**config.mk**
```make
export PLATFORM = sky130hd
export DESIGN_NAME = taxi_dma_desc_tag_tracker
export DESIGN_NICKNAME = d
export VERILOG_FILES = /design/src/rtl/taxi_dma_desc_pkg.sv /design/src/rtl/taxi_dma_tag_alloc.sv /design/src/rtl/taxi_dma_desc_tag_tracker.sv
export SDC_FILE = /design/constraint.sdc
export NUM_CORES = 1
export LEC_CHECK = 0
export BUFFER_PORTS_ARGS = -buffer_cell sky130_fd_sc_hd__buf_2
export CAP_MARGIN = 20
export CORE_MARGIN = 1.5
export CORE_UTILIZATION = 30
export DETAILED_ROUTE_END_ITERATION = 10
export PLACE_DENSITY = 0.53
export SLEW_MARGIN = 15
export SYNTH_ARGS = -nofsm -noshare
export SYNTH_HDL_FRONTEND = slang
export SYNTH_SLANG_ARGS = --single-unit
```
**constraint.sdc**
```tcl
create_clock -name clk -period 3.3 [get_ports clk]
set_input_delay 0.33 -clock clk [delete_from_list [all_inputs] [get_ports clk]]
set_output_delay 0.33 -clock clk [all_outputs]
set_load 0.01 [all_outputs]
```
**src/rtl/taxi_dma_desc_pkg.sv**
```systemverilog
// Shared definitions for the DMA descriptor tag tracker: status error codes
// and the per-slot bookkeeping entry.
package taxi_dma_desc_pkg;

    localparam logic [3:0] ERR_OK     = 4'h0;
    localparam logic [3:0] ERR_DECODE = 4'h1;
    localparam logic [3:0] ERR_SLAVE  = 4'h2;
    localparam logic [3:0] ERR_DATA   = 4'h3;

    localparam int COOKIE_W_DEF = 16;

    typedef struct packed {
        logic [COOKIE_W_DEF-1:0] cookie;
    } slot_entry_t;

endpackage

```
**src/rtl/taxi_dma_tag_alloc.sv**
```systemverilog
// Tag pool: per-slot valid bits, lowest-free priority encoder and an
// occupancy counter kept in step with allocate/free.
module taxi_dma_tag_alloc #(
    parameter int SLOTS = 16,
    parameter int IDX_W = $clog2(SLOTS),
    parameter int CNT_W = $clog2(SLOTS + 1)
) (
    input  logic             clk,
    input  logic             rst_n,
    input  logic             alloc,
    input  logic             free,
    input  logic [IDX_W-1:0] free_idx,
    output logic [IDX_W-1:0] alloc_idx,
    output logic [SLOTS-1:0] slot_valid,
    output logic             full,
    output logic [CNT_W-1:0] count
);

    logic [SLOTS-1:0] free_mask;

    assign free_mask = ~slot_valid;
    assign full      = ~|free_mask;

    // Scan downward so the last hit, i.e. the lowest free index, wins.
    always_comb begin
        alloc_idx = '0;
        for (int i = SLOTS - 1; i >= 0; i--) begin
            if (free_mask[i]) begin
                alloc_idx = IDX_W'(i);
            end
        end
    end

    always_ff @(posedge clk or negedge rst_n) begin
        if (!rst_n) begin
            slot_valid <= '0;
            count      <= '0;
        end else begin
            if (alloc) begin
                slot_valid[alloc_idx] <= 1'b1;
            end
            if (free) begin
                slot_valid[free_idx] <= 1'b0;
            end
            case ({alloc, free})
                2'b10:   count <= count + CNT_W'(1);
                2'b01:   count <= count - CNT_W'(1);
                default: count <= count;
            endcase
        end
    end

endmodule

```
**src/rtl/taxi_dma_desc_tag_tracker.sv**
```systemverilog
// Initiator-side tag tracker: tags client commands onto the descriptor
// request channel and maps returning status back to the client's cookie.
module taxi_dma_desc_tag_tracker
    import taxi_dma_desc_pkg::*;
#(
    parameter int ADDR_W   = 64,
    parameter int LEN_W    = 16,
    parameter int TAG_W    = 8,
    parameter int SLOTS    = 16,
    parameter int COOKIE_W = 16,
    parameter int CNT_W    = $clog2(SLOTS + 1)
) (
    input  logic                clk,
    input  logic                rst_n,

    input  logic [ADDR_W-1:0]   s_cmd_src_addr,
    input  logic [ADDR_W-1:0]   s_cmd_dst_addr,
    input  logic [LEN_W-1:0]    s_cmd_len,
    input  logic [COOKIE_W-1:0] s_cmd_cookie,
    input  logic                s_cmd_valid,
    output logic                s_cmd_ready,

    output logic [ADDR_W-1:0]   m_req_src_addr,
    output logic [ADDR_W-1:0]   m_req_dst_addr,
    output logic [LEN_W-1:0]    m_req_len,
    output logic [TAG_W-1:0]    m_req_tag,
    output logic                m_req_valid,
    input  logic                m_req_ready,

    input  logic [LEN_W-1:0]    sts_len,
    input  logic [TAG_W-1:0]    sts_tag,
    input  logic [3:0]          sts_error,
    input  logic                sts_valid,

    output logic [COOKIE_W-1:0] m_cpl_cookie,
    output logic [LEN_W-1:0]    m_cpl_len,
    output logic [3:0]          m_cpl_error,
    output logic                m_cpl_valid,

    output logic [CNT_W-1:0]    inflight,
    output logic                idle,
    output logic                spurious
);

    localparam int IDX_W = $clog2(SLOTS);

    logic [IDX_W-1:0]    alloc_idx;
    logic [SLOTS-1:0]    slot_valid;
    logic                full;
    logic                cmd_fire;
    logic                sts_in_range;
    logic                sts_match;
    logic [IDX_W-1:0]    sts_idx;
    logic [COOKIE_W-1:0] cookie_ram [SLOTS];

    assign s_cmd_ready  = !full && (!m_req_valid || m_req_ready);
    assign cmd_fire     = s_cmd_valid && s_cmd_ready;
    assign sts_idx      = sts_tag[IDX_W-1:0];
    assign sts_in_range = int'(sts_tag) < SLOTS;
    assign sts_match    = sts_valid && sts_in_range && slot_valid[sts_idx];
    assign idle         = (inflight == '0) && !m_req_valid;

    taxi_dma_tag_alloc #(
        .SLOTS (SLOTS),
        .IDX_W (IDX_W),
        .CNT_W (CNT_W)
    ) u_alloc (
        .clk        (clk),
        .rst_n      (rst_n),
        .alloc      (cmd_fire),
        .free       (sts_match),
        .free_idx   (sts_idx),
        .alloc_idx  (alloc_idx),
        .slot_valid (slot_valid),
        .full       (full),
        .count      (inflight)
    );

    always_ff @(posedge clk or negedge rst_n) begin
        if (!rst_n) begin
            for (int i = 0; i < SLOTS; i++) begin
                cookie_ram[i] <= '0;
            end
        end else if (cmd_fire) begin
            cookie_ram[alloc_idx] <= s_cmd_cookie;
        end
    end

    // Request register: load on a new command, otherwise drop once accepted.
    always_ff @(posedge clk or negedge rst_n) begin
        if (!rst_n) begin
            m_req_src_addr <= '0;
            m_req_dst_addr <= '0;
            m_req_len      <= '0;
            m_req_tag      <= '0;
            m_req_valid    <= 1'b0;
        end else if (cmd_fire) begin
            m_req_src_addr <= s_cmd_src_addr;
            m_req_dst_addr <= s_cmd_dst_addr;
            m_req_len      <= s_cmd_len;
            m_req_tag      <= TAG_W'(alloc_idx);
            m_req_valid    <= 1'b1;
        end else if (m_req_ready) begin
            m_req_valid    <= 1'b0;
        end
    end

    always_ff @(posedge clk or negedge rst_n) begin
        if (!rst_n) begin
            m_cpl_cookie <= '0;
            m_cpl_len    <= '0;
            m_cpl_error  <= ERR_OK;
            m_cpl_valid  <= 1'b0;
            spurious     <= 1'b0;
        end else begin
            m_cpl_valid <= sts_match;
            spurious    <= sts_valid && !sts_match;
            if (sts_match) begin
                m_cpl_cookie <= cookie_ram[sts_idx];
                m_cpl_len    <= sts_len;
                m_cpl_error  <= sts_error;
            end
        end
    end

endmodule

```
==> impl_metrics.ini, run 1 <==
[outcome]
outcome = finished, final reports clean

[setup_path]
worstSetupPathType = flop to flop
startpoint_type = flop
crit_fanout = 6
worst_ep_arrival_time_ns = 3.40
required_ns = 3.77
critPathCaptureType = flop

[yosys]
synth_seq_cells = 464
synthArstFlopShare_pct = 100
yosysTopAreaCell = dfrtp_1
synth_top_cells_by_area = dfrtp_1, mux2_2, mux4_2, clkbuf_1, a221oi_1
netlist_area_um2 = 19700
yosysSeqAreaShare_pct = 58.9
synthCells = 1239
synth_area_per_cell_um2 = 15.9
synth-edff-count = 0
ys.flop_type = dfrtp_1
ys_types = 60
yosys_warnings = 0
synth_top_area_share_pct = 58.9

[die]
die_width_um = 259
num_rows = 93
fp.dieH_um = 259
initial_core_util_pct = 30.5
dieArea_um2 = 67300
core_um2 = 64700
num_io_pins = 391

[cts]
htreeDepth = 2
numCtsBuffers = 52
cts_max_path_buffers = 3
cts.sinks = 464
cts.clk_slew.worst_paths_ns = 0.06
cts_root_buffer = clkbuf_16
worstSkewPairLatency_ns = 0.59
cts_tree = built

[global_route]
grt_max_degree = 153
grt_pass1_wl_mm = 87.2
antenna_found_initial = 7
overflow = 0
grt_usage_pct = 17.1
grt_pass1_vias = 13952

[final_layout]
num-nets-final = 2002
area_growth_pct = 33.7
final_layout_size_suffix_gt1_share_pct = 55.7
fillerInstances = 6048
final_common_cell = dfrtp_1
multiInputGateArea_um2 = 7710
final_cell_mix = dfrtp_1, mux2_2, buf_2
seq_area_um2 = 11600
stdcell_area_um2 = 26400

[routing]
drcViolationCount = 0
wire_per_inst_um = 21.6
via_count = 12965
drt-initial-drc-count = 672
drt-total-wl_mm = 58.4
vias_per_cell = 4.79
ant_nets = 0
dr.pass1.iters = 5

[sta]
fin_ws_ns = 0.373
rsz0062_at_grt = no
relSlewSlack_pct = 22.3
period_minus_slack_ns = 2.93
tightestPinTransition_ns = 1.17
fmax_mhz = 342
finalHoldViolCount = 0
clock_skew_ns = 0.0109
setup_viol = 0
period_share_pct = 88.7
fin_setup_tns_ns = 0
slew_viol_final = 0

[placed_design]
place_area_um2 = 22900
place_ws_ns = 0.278
hpwlAfterDp_mm = 37.6
place_congestion = 0.773
portBuffers = 386

[min_path]
hold_path_class = input port to flop

[power_and_ir_drop]
peakVddDrop_mv = 0.457
powerDensity_nw_per_um2 = 806
leakage_uw = 0.0119

[flow_run]
drv_cap = 0
## per-layer routing
layer | part of all wire, % | global-route usage, %
met1 | 41 | 21.5
met2 | 51 | 28.8
met3 | 4.7 | 3.85
met4 | 3.2 | 5.81
met5 | 0.075 | 0
## worst max-delay path, cell delays in order (launching register included)
cell and delay, ns:
dfrtp_1 0.45, mux4_1 0.50, mux2_2 0.29, o211ai_4 0.17
inv_1 0.10, ha_1 0.24, inv_1 0.12, fa_1 0.22
inv_1 0.05, a21o_1 0.15, a21oi_1 0.19, xnor2_1 0.14
nor2_1 0.06, xor2_1 0.14
## final timing paths
kind	startpoint	end	slack, ns	cells past startpoint
min reg2reg	m_req_tag[2]	m_req_tag[2]	0.47	1
min in group asynchronous	rst_n	cookie_ram[233]	0.38	2
min	s_cmd_src_addr[53]	m_req_src_addr[53]	0.06	2
max in group asynchronous	rst_n	m_req_dst_addr[24]	1.96	3
max	u_alloc.slot_valid[8]	u_alloc.count[4]	0.37	13
max reg2reg	u_alloc.slot_valid[8]	u_alloc.count[4]	0.37	13
## kinds of logic after synthesis
logic type / count (synthesis) / share of synthesized area, %
and+or+nand+nor: 84 / 2.52
buffers and inverters: 98 / 2.35
xor gates and xnor gates: 5 / 0.222
AOI/OAI and AO/OA: 90 / 3.49
other: 1 / 0.0190
DFF: 464 / 58.9
muxes: 492 / 32.2
adders and majority gates: 5 / 0.355
## registers in the layout (all words and copies together), names as in the netlist
name,flops
u_alloc.slot_valid,16
m_cpl_error,4
m_cpl_len,16
m_req_dst_addr,64
m_req_len,16
m_cpl_cookie,16
m_req_valid,1
m_cpl_valid,1
m_req_src_addr,64
u_alloc.count,5
m_req_tag,4
spurious,1
cookie_ram,256
## cell type report
cell class,count,area share (%)
Antenna cell,2,0.0190
Clock buffer,83,6.26
Sequential cell,464,44.0
Tap cell,855,4.06
Timing Repair Buffer,596,15.5
Multi-Input combinational cell,680,29.3
Inverter,10,0.142
Clock inverter,15,0.721
## power by group
part           switching [µW]  total (µW)  internal [µW]
clock network            2370        6100           3730
registers                1030        8700           7660
logic                    2910        6440           3530
## Yosys cell counts (all sizes together) (4+ instances only)
cell       n
dfrtp    464
mux2     422
mux4      68
clkbuf    49
buf       39
nand2     38
o21ai     23
a221oi    17
a22o      16
nor2      12
a2bb2oi   10
inv       10
a21oi      7
nor3b      5
or3        5
ha         4
nand4      4
nor2b      4
## through the flow
stage / power [µW] / hold WS (ns) / utilization (%) / cells
finish: 21200 / 0.0580 / 40.7 / 2705
global route: 22400 / 0.0363 / 40.7 / 2705
CTS: 21500 / 0.0142 / 40.7 / 2703
floorplan: 12700 / 0.0344 / - / 1242
global placement: 14900 / 0.448 / 35.3 / 2440
detailed placement: 15100 / 0.455 / 35.3 / 2440
## what timing repair did
| item | in CTS | in global routing |
|---|---|---|
| hold buffers | 165 | 0 |
| hold endpoints to repair | 243 | 0 |
| buffers inserted | 0 | 0 |
| gates resized for setup | 0 | 0 |
No activity file was read; power rests on OpenSTA's default activity.
==> inputs of run 2 (changes only) <==
--- a/config.mk
+++ b/config.mk
@@ -16,2 +16,3 @@
 export SYNTH_HDL_FRONTEND = slang
+export SYNTH_HIERARCHICAL = 1
 export SYNTH_SLANG_ARGS = --single-unit
==> constraint.sdc (replaced) <==
create_clock -name clk -period 2.4 [get_ports clk]
set_input_delay 0.48 -clock clk [delete_from_list [all_inputs] [get_ports clk]]
set_output_delay 0.48 -clock clk [all_outputs]
set_load 0.01 [all_outputs]
==> run 2 against run 1 <==
  * The run now ends with design-rule violations, negative setup slack left
  * Routed wire length up 7.3%
  * Flip-flop and latch count stayed put
  * First-iteration DRC count increased by 20%
  * Global-route usage up 1.4 points
  * Die area up 1.8%
  * Core utilization rose by 0.37 points
  * Hold slack improved by 0.0034 ns
  * Cell count rose by 10%
  * Non-clock buffer count is 65 lower
  * Synthesized cell count is 29% higher
  * Fmax increased by 5.3%
  * Count of clock-buffer cells in the layout is 6 lower
  * Critical path type unchanged
  * Largest power group unchanged
==> impl_metrics.ini, run 2 <==
[sta]
rsz0062_at_grt = yes
finalHoldViolCount = 0
setup_viol = 284
clock_skew_ns = 0.0208
fin_ws_ns = -0.379
period_share_pct = 116
period_minus_slack_ns = 2.78
fmax_mhz = 360
tightestPinTransition_ns = 1.03
slew_viol_final = 0
relSlewSlack_pct = 31.4

[cts]
cts_tree = built
cts.clk_slew.worst_paths_ns = 0.06
cts_max_path_buffers = 3
htreeDepth = 2
cts_root_buffer = clkbuf_16
numCtsBuffers = 53
worstSkewPairLatency_ns = 0.61
cts.sinks = 464

[setup_path]
reg2reg_depth = 13
startpoint_type = flop
slowest_delay_ns = 0.49
crit_cells = 13
worstSetupPathType = flop to flop
crit_fanout = 4
slowest_stage = mux4_2
required_ns = 2.89
crit_family = compound AO/OA/AOI/OAI gates
worst_ep_arrival_time_ns = 3.27
critPathCaptureType = flop
cp_cell_sequence = mux4_2 -> o22ai_2 -> nor3_2 -> a21oi_4 -> inv_6 -> ha_4 -> inv_2 -> fa_2 -> nor2b_4 -> o21ai_2 -> a21oi_2 -> or3b_4 -> xnor2_1
reg2reg_slack_ns = -0.38
critPathBufInv = 2

[routing]
dr.pass1.iters = 8
vias_per_cell = 4.83
drt-total-wl_mm = 62.6
wire_per_inst_um = 21.0
drt-initial-drc-count = 805
drcViolationCount = 6
via_count = 14404
ant_nets = 0

[outcome]
outcome = complete, but fails checks
failed_checks = design-rule violations, negative setup slack

[power_and_ir_drop]
finalPower_uw = 29600
powerDensity_nw_per_um2 = 1090
leakage_uw = 0.0135
peakVddDrop_mv = 0.565

[global_route]
grt_max_degree = 149
grt_pass1_wl_mm = 96.3
overflow = 0
grt_pass1_vias = 15749
antenna_found_initial = 10
grt_usage_pct = 18.4

[yosys]
ys_types = 73
synth_top_cells_by_area = dfrtp_1, mux2_2, nand2_1, mux4_2, a22oi_1
ys.flop_type = dfrtp_1
synthArstFlopShare_pct = 100
yosysSeqAreaShare_pct = 57.8
synth_top_area_share_pct = 57.8
netlist_top_cells_count = nand2_1, dfrtp_1, mux2_2, mux4_2, clkbuf_1
yosys_warnings = 6
synth_area_per_cell_um2 = 12.6
yosysMostFrequentCell = nand2_1
netlist_area_um2 = 20100
synth_seq_cells = 464
yosysTopAreaCell = dfrtp_1
synthCells = 1599
synth-edff-count = 0

[die]
fp.dieH_um = 262
initial_core_util_pct = 30.4
dieArea_um2 = 68500
num_io_pins = 391
die_width_um = 262
core_um2 = 66000
num_rows = 94

[final_layout]
top_register = cookie_ram
reg_top3 = cookie_ram x256, m_req_dst_addr x64, m_req_src_addr x64
largest_reg_flops = 256
fillerInstances = 6227
final_common_cell = nand2_1
final_layout_size_suffix_gt1_share_pct = 49.1
area_growth_pct = 35.1
final_cell_mix = nand2_1, dfrtp_1, buf_2
postLayoutCoreUtil_pct = 41.1
num-nets-final = 2279

[flow_run]
drv_cap = 0

[placed_design]
hpwlAfterDp_mm = 37.8
place_congestion = 0.857
portBuffers = 386

[min_path]
hold_path_class = input port to flop
min_path_cells = 3
[run 2: cell count changes in the layout (fill, tap and decap cells not counted), sizes merged, moves of 15 or more]
cell,delta
nand2,+444
dlygate4sd3,-164
mux2,-128
buf,+91
a22oi,+30
a221oi,-17
nor2,+16
o21ai,-15
[run 2: area by class of cell]
type                            instances  area [µm²]  share of cell area [%]
Sequential cell                       464       11600                    42.8
Multi-Input combinational cell       1017        8840                    32.6
Timing Repair Buffer                  531        3760                    13.9
Clock buffer                           77        1560                    5.75
Tap cell                              864        1080                    3.98
Clock inverter                         15         203                   0.747
Inverter                               14        62.6                   0.231
Antenna cell                            2        5.00                  0.0184
[run 2: path summary, 6_finish.rpt]
kind,start,end
min in group asynchronous,rst_n,cookie_ram[13]
max in group asynchronous,rst_n,u_alloc/slot_valid[14]
max reg2reg,u_alloc/slot_valid[12],u_alloc/count[4]
min,s_cmd_src_addr[38],m_req_src_addr[38]
max,u_alloc/slot_valid[12],u_alloc/count[4]
min reg2reg,m_req_len[6],m_req_len[6]
[run 2: timing repair]
| item | 4_1_cts | 5_1_grt |
|---|---|---|
| hold endpoints to repair | 35 | 0 |
| cloned | 11 | 3 |
| setup endpoints to repair | 265 | 300 |
| resized for setup | 180 | 80 |
| hold buffers | 1 | 0 |
| pin swaps | 29 | 20 |
| buffers inserted | 17 | 13 |
[run 2: cells by family after synthesis]
family	Yosys count	synth area share, %
other cells	1	0.0187
xor+xnor	4	0.175
mux	362	24.2
compound gates	79	2.90
buf+inv	121	2.91
simple gates	563	11.6
flops	464	57.8
fa+ha+maj	5	0.349
[run 2: per-stage QoR]
step	hold slack [ns]	instances	setup slack (ns)	area, µm²	TNS (ns)
2_1_floorplan	0.184	1602	-0.690	20300	-4.03
3_3_place_gp	0.452	2850	-0.721	23900	-37.00
3_5_place_dp	0.456	2851	-0.626	23900	-44.33
4_1_cts	0.0179	2971	-0.310	26700	-36.85
5_1_grt	0.0334	2984	-0.466	27100	-59.68
6_report	0.0615	2984	-0.379	27100	-36.75
[run 2: tightest hold or removal path, stage by stage]
cell and delay, ns:
buf_2 0.07, nand2_1 0.04, nand2_1 0.04
[run 2: routing by layer]
layer	wire (µm)	vias up	global-route usage (%)
met1	26500	7425	23.3
met3	3690	124	4.43
met5	50	-	0
met4	1940	8	6.07
li1	-	6435	-
met2	30500	412	31.0
[run 2: report_power, final]
group / leakage [µW] / internal [µW] / switching, µW
clock: 0.000852 / 4920 / 3320
combinational: 0.00676 / 5640 / 3950
sequential: 0.00584 / 10400 / 1410
total: 0.0135 / 21000 / 8670
